`config.mk`:
```
export PLATFORM = sky130hd
export DESIGN_NAME = m_code_acq_ctrl
export DESIGN_NICKNAME = d
export VERILOG_FILES = /design/src/rtl/m_code_acq_ctrl_pkg.sv /design/src/rtl/m_corr_accum.sv /design/src/rtl/m_code_acq_ctrl.sv
export SDC_FILE = /design/constraint.sdc
export NUM_CORES = 1
export LEC_CHECK = 0
export CAP_MARGIN = 20
export CORE_UTILIZATION = 50
export CTS_CLUSTER_DIAMETER = 30
export DETAILED_ROUTE_END_ITERATION = 10
export PLACE_DENSITY = 0.75
export SETUP_SLACK_MARGIN = 0.3
export SLEW_MARGIN = 10
export SYNTH_ARGS = -nofsm -noshare
export SYNTH_HDL_FRONTEND = slang
export SYNTH_SLANG_ARGS = --single-unit
```
`constraint.sdc`:
```
create_clock -name clk -period 7.9 [get_ports clk]
set_input_delay 1.185 -clock clk [delete_from_list [all_inputs] [get_ports clk]]
set_output_delay 1.185 -clock clk [all_outputs]
set_load 0.005 [all_outputs]
```
`src/rtl/m_code_acq_ctrl_pkg.sv`:
```
// Definitions shared by the M-code acquisition controller and the M-code generator.
package m_code_acq_ctrl_pkg;

    localparam int CLKS_PER_CHIP_DEF = 3052;
    localparam int SEQ_LEN_DEF       = 2047;

    typedef enum logic [1:0] {
        IDLE   = 2'd0,
        SEARCH = 2'd1,
        SLIP   = 2'd2,
        LOCKED = 2'd3
    } acq_state_e;

    // Width of a counter that holds 0..n-1, never narrower than one bit.
    function automatic int cnt_w(input int n);
        return (n <= 2) ? 1 : $clog2(n);
    endfunction

endpackage

```
`src/rtl/m_corr_accum.sv`:
```
// Chip-phase tracker and +/-1 sliding correlator over one code period.
module m_corr_accum
    import m_code_acq_ctrl_pkg::*;
#(
    parameter int CLKS_PER_CHIP = CLKS_PER_CHIP_DEF,
    parameter int SAMPLE_PHASE  = 1526,
    parameter int SEQ_LEN       = SEQ_LEN_DEF,
    parameter int ACC_W         = 13
) (
    input  logic             clk,
    input  logic             rst_n,
    input  logic             clear,
    input  logic             accum_en,
    input  logic             slip,
    input  logic             rx_code,
    input  logic             local_code,
    output logic             chip_last,
    output logic             win_end,
    output logic [ACC_W-1:0] win_sum,
    output logic [ACC_W-1:0] corr_value,
    output logic             corr_valid
);

    localparam int PH_W = cnt_w(CLKS_PER_CHIP);
    localparam int IX_W = cnt_w(SEQ_LEN);
    localparam logic [PH_W-1:0] PH_LAST   = PH_W'(CLKS_PER_CHIP - 1);
    localparam logic [PH_W-1:0] PH_SAMPLE = PH_W'(SAMPLE_PHASE);
    localparam logic [IX_W-1:0] IX_LAST   = IX_W'(SEQ_LEN - 1);
    localparam logic signed [ACC_W-1:0] ACC_ONE = ACC_W'(1);
    localparam logic signed [ACC_W-1:0] ACC_MAX = ACC_W'((1 << (ACC_W - 1)) - 1);
    localparam logic signed [ACC_W-1:0] ACC_MIN = -ACC_MAX;

    logic [PH_W-1:0]         phase_cnt;
    logic [IX_W-1:0]         chip_idx;
    logic signed [ACC_W-1:0] acc;
    logic signed [ACC_W-1:0] acc_step;
    logic                    sample;

    assign chip_last = (phase_cnt == PH_LAST);
    assign sample    = accum_en && (phase_cnt == PH_SAMPLE);
    assign win_end   = sample && (chip_idx == IX_LAST);
    assign win_sum   = acc_step;

    always_comb begin
        acc_step = acc;
        if (rx_code == local_code) begin
            if (acc != ACC_MAX) acc_step = acc + ACC_ONE;
        end else begin
            if (acc != ACC_MIN) acc_step = acc - ACC_ONE;
        end
    end

    // Phase free-runs in every state so it stays aligned with the generator's chip clock.
    always_ff @(posedge clk or negedge rst_n) begin
        if (!rst_n) begin
            phase_cnt  <= '0;
            chip_idx   <= '0;
            acc        <= '0;
            corr_value <= '0;
            corr_valid <= 1'b0;
        end else begin
            if (slip || chip_last) phase_cnt <= '0;
            else                   phase_cnt <= phase_cnt + 1'b1;

            corr_valid <= 1'b0;
            if (clear) begin
                acc      <= '0;
                chip_idx <= '0;
            end else if (sample) begin
                if (win_end) begin
                    corr_value <= acc_step;
                    corr_valid <= 1'b1;
                    acc        <= '0;
                    chip_idx   <= '0;
                end else begin
                    acc      <= acc_step;
                    chip_idx <= chip_idx + 1'b1;
                end
            end
        end
    end

    acc_never_saturates_a: assert property (@(posedge clk) disable iff (!rst_n)
        (acc != ACC_MAX) && (acc != ACC_MIN));

endmodule

```
`src/rtl/m_code_acq_ctrl.sv`:
```
// Code-acquisition FSM: searches by slipping the local M-code one chip per failed window,
// declares lock on a strong correlation and drops it after repeated weak windows.
//   state  | meaning
//   IDLE   | disabled, counters cleared
//   SEARCH | correlating a full window at the current code offset
//   SLIP   | waiting for chip end to pulse shift_parse
//   LOCKED | tracking; consecutive weak windows drop lock
module m_code_acq_ctrl
    import m_code_acq_ctrl_pkg::*;
#(
    parameter int CLKS_PER_CHIP = CLKS_PER_CHIP_DEF,
    parameter int SAMPLE_PHASE  = 1526,
    parameter int SEQ_LEN       = SEQ_LEN_DEF,
    parameter int LOCK_THRESH   = 1800,
    parameter int LOSS_THRESH   = 1024,
    parameter int MISS_MAX      = 3,
    parameter int ACC_W         = 13
) (
    input  logic             clk,
    input  logic             rst_n,
    input  logic             enable,
    input  logic             rx_code,
    input  logic             local_code,
    output logic             shift_parse,
    output logic             locked,
    output logic [ACC_W-1:0] corr_value,
    output logic             corr_valid,
    output logic [10:0]      slip_count,
    output logic             search_fail
);

    localparam int MISS_W = cnt_w(MISS_MAX + 1);
    localparam logic [10:0]             SLIP_LAST = 11'(SEQ_LEN - 1);
    localparam logic [MISS_W-1:0]       MISS_LAST = MISS_W'(MISS_MAX - 1);
    localparam logic signed [ACC_W-1:0] LOCK_T    = ACC_W'(LOCK_THRESH);
    localparam logic signed [ACC_W-1:0] LOSS_T    = ACC_W'(LOSS_THRESH);

    acq_state_e              state;
    acq_state_e              state_nxt;
    logic                    locked_nxt;
    logic                    fail_nxt;
    logic [10:0]             slip_nxt;
    logic [MISS_W-1:0]       miss_cnt;
    logic [MISS_W-1:0]       miss_nxt;
    logic                    chip_last;
    logic                    win_end;
    logic [ACC_W-1:0]        win_sum;
    logic signed [ACC_W-1:0] win_sum_s;
    logic                    accum_en;
    logic                    accum_clear;

    assign win_sum_s   = $signed(win_sum);
    assign accum_en    = (state == SEARCH) || (state == LOCKED);
    assign accum_clear = !enable || (state == IDLE);

    m_corr_accum #(
        .CLKS_PER_CHIP (CLKS_PER_CHIP),
        .SAMPLE_PHASE  (SAMPLE_PHASE),
        .SEQ_LEN       (SEQ_LEN),
        .ACC_W         (ACC_W)
    ) u_accum (
        .clk        (clk),
        .rst_n      (rst_n),
        .clear      (accum_clear),
        .accum_en   (accum_en),
        .slip       (shift_parse),
        .rx_code    (rx_code),
        .local_code (local_code),
        .chip_last  (chip_last),
        .win_end    (win_end),
        .win_sum    (win_sum),
        .corr_value (corr_value),
        .corr_valid (corr_valid)
    );

    always_ff @(posedge clk or negedge rst_n) begin
        if (!rst_n) begin
            state       <= IDLE;
            locked      <= 1'b0;
            slip_count  <= '0;
            miss_cnt    <= '0;
            search_fail <= 1'b0;
        end else begin
            state       <= state_nxt;
            locked      <= locked_nxt;
            slip_count  <= slip_nxt;
            miss_cnt    <= miss_nxt;
            search_fail <= fail_nxt;
        end
    end

    // Lock decisions use the window sum at the final sample so locked rises with corr_valid.
    always_comb begin
        state_nxt   = state;
        locked_nxt  = locked;
        slip_nxt    = slip_count;
        miss_nxt    = miss_cnt;
        fail_nxt    = search_fail;
        shift_parse = 1'b0;
        if (!enable) begin
            state_nxt  = IDLE;
            locked_nxt = 1'b0;
            slip_nxt   = '0;
            miss_nxt   = '0;
            fail_nxt   = 1'b0;
        end else begin
            case (state)
                IDLE: state_nxt = SEARCH;
                SEARCH: begin
                    if (win_end) begin
                        if (win_sum_s >= LOCK_T) begin
                            state_nxt  = LOCKED;
                            locked_nxt = 1'b1;
                            miss_nxt   = '0;
                        end else begin
                            state_nxt = SLIP;
                        end
                    end
                end
                SLIP: begin
                    if (chip_last) begin
                        shift_parse = 1'b1;
                        state_nxt   = SEARCH;
                        if (slip_count == SLIP_LAST) begin
                            slip_nxt = '0;
                            fail_nxt = 1'b1;
                        end else begin
                            slip_nxt = slip_count + 11'd1;
                        end
                    end
                end
                LOCKED: begin
                    if (win_end) begin
                        if (win_sum_s < LOSS_T) begin
                            if (miss_cnt == MISS_LAST) begin
                                state_nxt  = SEARCH;
                                locked_nxt = 1'b0;
                                miss_nxt   = '0;
                                slip_nxt   = '0;
                            end else begin
                                miss_nxt = miss_cnt + 1'b1;
                            end
                        end else begin
                            miss_nxt = '0;
                        end
                    end
                end
                default: state_nxt = IDLE;
            endcase
        end
    end

    shift_parse_single_a: assert property (@(posedge clk) disable iff (!rst_n)
        shift_parse |=> !shift_parse);

endmodule

```
==> results of run 1 <==
[cells in the mapped netlist (6+ instances only)]
library cell   n  share of area
dfrtp_1       67           0.43
nand2_1       39          0.038
o21ai_0       36          0.047
nor2_1        33          0.032
clkbuf_1      18          0.017
nand3_1       18          0.023
nand4_1       16          0.026
xor2_1        15          0.034
inv_1         13          0.013
nor3_1        13          0.017
a22o_1        11          0.025
mux2_2        11          0.032
a21oi_1       10          0.013
and3_1        10          0.016
ha_1           9          0.029
nor4_1         7          0.011
xnor2_1        7          0.016
a31oi_1        6         0.0097
o21a_1         6          0.012
o31ai_1        6          0.012
or3_1          6         0.0097
[worst max path at each step]
stage / start / endpoint / slack, ps / cells after the start
floorplan: local_code / locked / 4510 / 9
global placement: local_code / locked / 3670 / 9
detailed placement: local_code / slip_count[3] / 3640 / 9
CTS: enable / shift_parse / 3730 / 3
global route: enable / shift_parse / 3650 / 3
finish: enable / shift_parse / 3730 / 3
[where the power goes]
| part | internal, mW | leakage (nW) | switching (mW) |
|---|---|---|---|
| combinational | 0.0175 | 0.857 | 0.0379 |
| sequential | 0.345 | 0.919 | 0.00410 |
| clock | 0.187 | 0.111 | 0.130 |
| total | 0.549 | 1.89 | 0.172 |
[area by class of cell]
cell class	instances	area share
clock buffer	12	0.0327
clock inverter	4	0.0166
inverter	13	0.0110
multi-input combinational	316	0.459
sequential	67	0.378
tap	99	0.0279
timing repair buffer	34	0.0745
[through the flow]
| step | cells | setup slack (ps) | power, mW | util | hold WS [ps] |
|---|---|---|---|---|---|
| after global routing | 545 | 3650 | 0.746 | 0.602 | 507 |
| after global placement | 529 | 3670 | 0.411 | 0.572 | 468 |
| after detailed placement | 529 | 3640 | 0.411 | 0.572 | 473 |
| after CTS | 545 | 3730 | 0.729 | 0.602 | 489 |
| final | 545 | 3730 | 0.721 | 0.602 | 482 |
| after floorplan | 420 | 4510 | 0.391 | - | 447 |
[worst reg2reg max path, delay by kind of cell, from the launching register on]
family | cells | cell delay (ps)
flops | 1 | 520
simple gates | 3 | 1360
compound gates | 4 | 1070
fa+ha+maj | 1 | 230
xor+xnor | 1 | 310
[flip-flops by register name, indices dropped and copies added (netlist names)]
| name | cells |
|---|---|
| u_accum.corr_valid | 1 |
| u_accum.phase_cnt | 12 |
| state | 2 |
| u_accum.chip_idx | 11 |
| search_fail | 1 |
| locked | 1 |
| miss_cnt | 2 |
| u_accum.corr_value | 13 |
| slip_count | 11 |
| u_accum.acc | 13 |
[logic make-up after synthesis]
group | count (synthesis)
buf+inv | 37
flops | 67
simple gates | 170
fa+ha+maj | 9
compound gates | 104
mux | 11
xor+xnor | 22
[metal layers]
metal,vias to the layer above,part of all wire
met5,-,0
met4,0,0.017
met3,17,0.054
met2,98,0.46
met1,1600,0.47
li1,1576,-
==> results.md, run 1 <==
* CTS buffer count at 9
* PortBufs at 32
* Die area at 8080 sq um
* DRT iter0 DRCs at about 200
* Root Driver: clkbuf_8
* Static leakage at approximately 1.9 nW
* Met3 Use GR at 0.0372
* PostCTS Resize Cnt at 0
* DRC at 0
* First-pass GRT wire length at between 10,000 and 15,000 um
* Vias in the first global route at about 3,100
* Clock Tree Buf Depth at 2
* Delay-heaviest family, CP: buffers and inverters
* Post-synth top flop: dfrtp_1
* Post-CTS setup buffers at 0
* GR Layer Usage met1 at 0.305
* Most frequent cells in the layout: dfrtp_1 (67), nand2_1 (39), o21ai_0 (36), nor2_1 (33), clkdlybuf4s50_1 (31)
* Fin nets at between 400 and 500
* Sequential Area at approximately 1700 sq um
* Area grow syn2layout at 14.8%
* Multi-input gate area at between 2000 and 2500 sq um
* Mapped Nets at ~430
* Fill count at roughly 640
* Yosys reg bits at between 60 and 70
* Most common cell after layout, fill and taps aside: dfrtp_1
* Worst min path class: register to register
* Row count at 31
* FF-to-FF setup slack at between 4000 and 5000 ps
* Buf+Inv Stages, Crit Path at 2
* Final GP Congestion at 0.947
* Die height at between 80 and 90 um
* Grt met2 use at 0.350
* Largest net degree at the start of global routing at about 70
* DRT Pass-1 Iters at 4
* Fin. max-slew vios at 0
* Initial Util at 0.524
* Critical path fanouts, max at 22
* Post-synth EDFFs at 0
* Worst stage delay on the critical path at slightly above 1000 ps
* Fin crit period at 4170 ps
* Pwr dens at 163 nW/um^2
* Max cap viols at 0
* CP arrival at 2990 ps
* Fraction of final layout cells with drive strength greater than 1 at 0.0942
* Unrepaired setup endpoints after global routing: false
* Clock latency at the later pin of the worst-skew pair at around 340 ps
* CTS Sinks at between 60 and 70
* # diodes at 0
* Area post-placement at 4220 sq um
* Mapped cell area at 3860 sq um
* Endpoints failing setup at 0
* IO Pins at 33
* Cell-by-cell trace of the critical path: clkdlybuf4s50_1, and3_1, clkdlybuf4s50_1
* GR peak layer: met2
* Req. time, crit path at between 6000 and 7000 ps
* Status: completed
* Hold path startpoint: u_accum.corr_value[8]
* Post-Synthesis Cells at 420
* Post-synthesis sequential area ratio at 0.434
* DR vias at roughly 3,300
* Hold Path Stages at 2
* Worst R2R Start: u_accum.acc[0]
* Die width at 89.9 um
* Simple-gate portion of the synthesized area at 0.228
* Largest family of logic cells by synthesized area: simple AND/OR/NAND/NOR gates
* Mean Syn Cell Area at around 9.2 sq um
* Fmax at roughly 0.24 GHz
* CP max stage cell: clkdlybuf4s50_1
* CTS tree: built
* Initial antenna violation count at 0
* Synth Area in Compound Gates at 0.188
* Maximum vdd drop at roughly 0.098 mV
* Gr usage total at 0.219
* Final ANT Viol Nets at 0
* Worst setup SP type: primary input
* Core area at approximately 7400 sq um
* Setup CP Type: primary input to primary output
* H-Tree Depth at 3
* Worst flop-to-flop path endpoint: miss_cnt[0]
* Reg2Reg Depth at 9
* Xor/xnor share of the synthesized area at 0.0499
* Relative slew slack at 0.368
* Via density at around 6
* CP most frequent cell: clkdlybuf4s50_1
* Setup crit end kind: primary output
* Adder-cell area share of the yosys netlist at 0.0291
* CTS Hold Bufs at 0
* Ys async rst share at 1.00
* Yosys warns at 0
* Post-DP HPWL at around 5800 um
* Drt total wl at about 8500 um
* GRT overflow at 0
* DR WL/cell at between 15 and 20 um
* Slew @ Worst Pin at 947 ps
* Mux cell area share after synthesis at 0.0321
* Worst clock skew at a little under 9 ps
* Distinct cells, synth at 55
* Period utilization at 0.528
* Hold Vio Cnt, Final at 0
* Design area at ~4400 sq um
* Final setup TNS at 0 ps
* Reg clk slew, reported paths at roughly 70 ps
* Worst Hold Endpoint: u_accum.corr_value[8]
(Power assumes the default switching activity.)
==> run 2, diff against run 1 <==
- PLACE_DENSITY: 0.75 -> 0.78
- clock period: 7.9 -> 3.4 ns (I/O delays scaled with it)
==> results.md, run 2 (same netlist as run 1, synthesis figures left out) <==
* Fin. max-slew vios at 0
* Fmax at around 0.33 GHz
* DRT iter0 DRCs at 168
* Most frequent cells in the layout: dfrtp_1 (67), nand2_1 (39), nor2_1 (33), o21ai_0 (32), clkdlybuf4s50_1 (31)
* CTS Hold Bufs at 0
* Die width at ~90 um
* Worst min path class: primary input to asynchronous set/reset pin
* Core area at about 7400 sq um
* Clock latency at the later pin of the worst-skew pair at around 350 ps
* DRT Pass-1 Iters at 6
* Clock Tree Buf Depth at 2
* First-pass GRT wire length at 15,700 um
* CP arrival at 3260 ps
* CTS Sinks at between 60 and 70
* Fin nets at ~480
* Req. time, crit path at ~3600 ps
* Gr usage total at 0.239
* Fill count at roughly 620
* Cell Int Power at approximately 1.1 mW
* Critical path fanouts, max at 6
* P_sw at between 400 and 500 uW
* H-Tree Depth at 3
* Vias in the first global route at ~3,200
* Static leakage at ~2.0 nW
* Die height at about 90 um
* Placed cell count at 550
* Unrepaired setup endpoints after global routing: true
* CP startpoint: u_accum.phase_cnt[0]
* IO Pins at 33
* Largest net degree at the start of global routing at 31
* Maximum vdd drop at ~0.25 mV
* Period utilization at 0.892
* Area grow syn2layout at 20.9%
* Setup crit end kind: register
* Initial Util at 0.524
* Status: completed
* Max cap viols at 0
* Post-DP HPWL at roughly 6400 um
* Setup CP Type: register to register
* CTS tree: built
* Sw Ratio at 0.270
* Hold Vio Cnt, Final at 0
* Reg clk slew, reported paths at roughly 80 ps
* Via density at about 6
* Reg power frac at 0.523
* Die area at 8080 sq um
* # diodes at 0
* Endpoints failing setup at 0
* Initial antenna violation count at 0
* Slew @ Worst Pin at ~660 ps
* GRT overflow at 0
* Row count at 31
* Final ANT Viol Nets at 0
* Fin crit period at approximately 3000 ps
* Fraction of final layout cells with drive strength greater than 1 at 0.175
* Drt total wl at roughly 9500 um
* Final GP Congestion at approximately 0.95
* DRC at 0
* Final setup TNS at 0 ps
* Most common cell after layout, fill and taps aside: dfrtp_1
* Worst clock skew at 9.14 ps
* Pwr dens at 330 nW/um^2
* Worst R2R Start: u_accum.phase_cnt[0]
* DR WL/cell at between 15 and 20 um
* PortBufs at 32
* Post-Layout Cell Count at about 570
* Part of the power in the clock network at 0.367
* DR vias at 3,492
* Root Driver: clkbuf_8
* Relative slew slack at 0.561
* Top flop regs: u_accum.acc x13, u_accum.corr_value x13, u_accum.phase_cnt x12
* Logic pwr share at 0.110
* CTS buffer count at 9
* Worst setup SP type: register
## run 2: cell count changes in the layout (fill, tap and decap cells not counted), sizes merged
cell and change:
buf +28, bufinv -2, clkbuf -2, clkinv +2, clkinvlp +1, o21ai +1
## run 2: path summary, 6_finish.rpt
check | slack, ps | cells past startpoint | to
setup / recovery | 370 | 11 | slip_count[3]
hold / removal | 90 | 1 | u_accum.phase_cnt[6]
setup reg to reg | 370 | 11 | slip_count[3]
hold reg to reg | 490 | 1 | u_accum.phase_cnt[0]
max in group asynchronous | 2560 | 2 | u_accum.corr_value[12]
min in group clk | 490 | 1 | u_accum.phase_cnt[0]
## run 2: area by class of cell
cell class                 count  area, sq um  area share
clock inverter                 5         31.3     0.00670
timing repair buffer          62          541       0.116
multi-input combinational    317         2120       0.454
sequential                    67         1680       0.359
inverter                      13         48.8      0.0104
tap                           99          124      0.0265
clock buffer                  10          128      0.0273
## run 2: power by group through the flow
stage	combinational, mW	sequential [mW]	clock [mW]
finish	0.169	0.806	0.565
global route	0.186	0.806	0.607
CTS	0.157	0.805	0.574
detailed placement	0.154	0.821	0
global placement	0.153	0.820	0
floorplan	0.0877	0.820	0
## run 2: routing by layer
| layer | global-route usage | wire [um] | vias to the layer above |
|---|---|---|---|
| li1 | - | - | 1642 |
| met4 | 0.0672 | 97 | 0 |
| met5 | 0 | 0 | - |
| met1 | 0.312 | 4180 | 1707 |
| met2 | 0.392 | 4720 | 128 |
| met3 | 0.0626 | 528 | 15 |
## run 2: what timing repair did
action | in CTS | in global routing
setup endpoints to repair | 14 | 15
pin swaps | 0 | 11
gates cloned | 0 | 1
resized for setup | 4 | 17
setup buffers | 0 | 7
## run 2: critical path, cell delays in order, from the launching register on
cell	delay (ps)
dfrtp_1	410
inv_1	70
ha_1	140
nand4b_1	90
or4_4	500
or4_4	440
or3_4	390
a2111oi_4	270
buf_4	200
o21ai_4	110
o211ai_2	190
o31ai_1	100
## run 2: stage by stage
stage	setup slack [ps]	instance area (sq um)	hold WS, ps	utilization	total power [mW]
2_1_floorplan	393	3870	214	-	0.908
3_3_place_gp	140	4370	466	0.593	0.973
3_5_place_dp	86.0	4370	476	0.593	0.975
4_1_cts	315	4560	104	0.619	1.54
5_1_grt	235	4670	116	0.634	1.60
6_report	366	4670	93.6	0.634	1.54
==> run 3, diff against run 2 <==
- CTS_BUF_LIST: default -> sky130_fd_sc_hd__clkbuf_4 sky130_fd_sc_hd__clkbuf_8
==> results.md, run 3 (same netlist as run 1, synthesis figures left out) <==
* Status: completed
* Endpoints failing setup at 0
* Critical path fanouts, max at 6
* Cell-by-cell trace of the critical path: inv_1, ha_1, nand4b_1, or4_4, or4_4, or3_4, a2111oi_4, buf_4, o21ai_4, o211ai_2, o31ai_1
* Initial Util at 0.524
* # diodes at 0
* Relative slew slack at 0.564
* Vias in the first global route at 3,244
* IO Pins at 33
* CP max stage cell: or4_4
* Slew @ Worst Pin at approximately 650 ps
* Total power at ~1.5 mW
* Die height at around 90 um
* Area post-placement at about 4400 sq um
* Placed cell count at 550
* Largest net degree at the start of global routing at 31
* Clock latency at the later pin of the worst-skew pair at between 300 and 400 ps
* Most frequent cells in the layout: dfrtp_1 (67), nand2_1 (39), nor2_1 (33), o21ai_0 (32), clkdlybuf4s50_1 (31)
* DRT Pass-1 Iters at 4
* Fraction of final layout cells with drive strength greater than 1 at 0.177
* Fin nets at 484
* Worst setup SP type: register
* Fin crit period at just over 3000 ps
* Worst min path class: primary input to asynchronous set/reset pin
* CTS Hold Bufs at 0
* DR WL/cell at between 15 and 20 um
* Max cap viols at 0
* PortBufs at 32
* Reg clk slew, reported paths at 80 ps
* GRT overflow at 0
* Worst stage delay on the critical path at ~500 ps
* Static leakage at 2.02 nW
* Design area at 4680 sq um
* CTS tree: built
* Period utilization at 0.893
* First-pass GRT wire length at about 16,000 um
* Post-Layout Cell Count at between 500 and 600
* Req. time, crit path at 3620 ps
* Post-DP HPWL at 6390 um
* Clock Tree Buf Depth at 2
* H-Tree Depth at 3
* Delay-heaviest family, CP: simple AND/OR/NAND/NOR gates
* Setup CP Type: register to register
* Via density at between 6 and 7
* DRT iter0 DRCs at 168
* Fmax at 0.329 GHz
* Drt total wl at around 9500 um
* Maximum vdd drop at ~0.25 mV
* Buf+Inv Stages, Crit Path at 2
* Root Driver: clkbuf_8
* Final core occ at 0.634
* Die area at 8080 sq um
* DRC at 0
* Setup crit end kind: register
* Final GP Congestion at between 0.9 and 1
* Top flop regs: u_accum.acc x13, u_accum.corr_value x13, u_accum.phase_cnt x12
* Final ANT Viol Nets at 0
* Gr usage total at 0.239
* CP arrival at around 3300 ps
* Die width at 89.9 um
* CTS Sinks at 67
* Worst clock skew at between 9 and 10 ps
* Final setup TNS at 0 ps
* Initial antenna violation count at 0
* Most common cell after layout, fill and taps aside: dfrtp_1
* DR vias at roughly 3,500
* Pwr dens at 331 nW/um^2
* CP most frequent cell: or4_4
* Area grow syn2layout at 21.0%
* Fin. max-slew vios at 0
* Hold Vio Cnt, Final at 0
* CTS buffer count at 9
* Unrepaired setup endpoints after global routing: true
* Row count at 31
* Core area at 7370 sq um
run 3: final cells by class:
| cell class | count | area [sq um] |
|---|---|---|
| Sequential cell | 67 | 1680 |
| Clock inverter | 5 | 31.3 |
| Timing Repair Buffer | 62 | 541 |
| Inverter | 13 | 48.8 |
| Fill cell | 618 | 2690 |
| Clock buffer | 10 | 131 |
| Tap cell | 99 | 124 |
| Multi-Input combinational cell | 317 | 2120 |
run 3: worst paths after layout:
| path | start | endpoint | slack [ps] | cells after the start |
|---|---|---|---|---|
| max | u_accum.phase_cnt[0] | slip_count[3] | 360 | 11 |
| min | rst_n | u_accum.phase_cnt[6] | 90 | 1 |
| max reg2reg | u_accum.phase_cnt[0] | slip_count[3] | 360 | 11 |
| min reg2reg | u_accum.phase_cnt[0] | u_accum.phase_cnt[0] | 490 | 1 |
| max in group asynchronous | rst_n | u_accum.corr_value[12] | 2560 | 2 |
| min in group clk | u_accum.phase_cnt[0] | u_accum.phase_cnt[0] | 490 | 1 |
run 3: metrics by stage:
stage                     worst slack, ps  hold slack [ps]
after floorplan                       393              214
after global placement                140              466
after detailed placement             86.0              476
after CTS                             315              104
after global routing                  235              116
final                                 364             92.9
run 3: power by group:
part / leakage (nW) / switching [mW] / internal [mW]
clock network: 0.0853 / 0.308 / 0.266
logic: 1.01 / 0.105 / 0.0643
registers: 0.919 / 0.00424 / 0.801
run 3: timing repair:
item | CTS | global route
buffers inserted | 0 | 7
cloned | 0 | 1
hold endpoints to repair | 0 | 0
endpoints found under the setup margin | 14 | 15
gates resized for setup | 4 | 17
pin swaps | 0 | 11
run 3: worst register-to-register path: cells and delay by family (launching register included):
family	cells	cell delay, ps
compound gates	4	680
fa+ha+maj	1	140
buf+inv	2	270
flops	1	410
simple gates	4	1420
run 3: per-layer routing:
layer / vias up / global-route usage / wire length, um / part of all wire
li1: 1643 / - / - / -
met1: 1701 / 0.312 / 4060 / 0.43
met2: 153 / 0.392 / 4720 / 0.50
met3: 13 / 0.0626 / 627 / 0.066
met4: 0 / 0.0672 / 93 / 0.0098
met5: - / 0 / 0 / 0
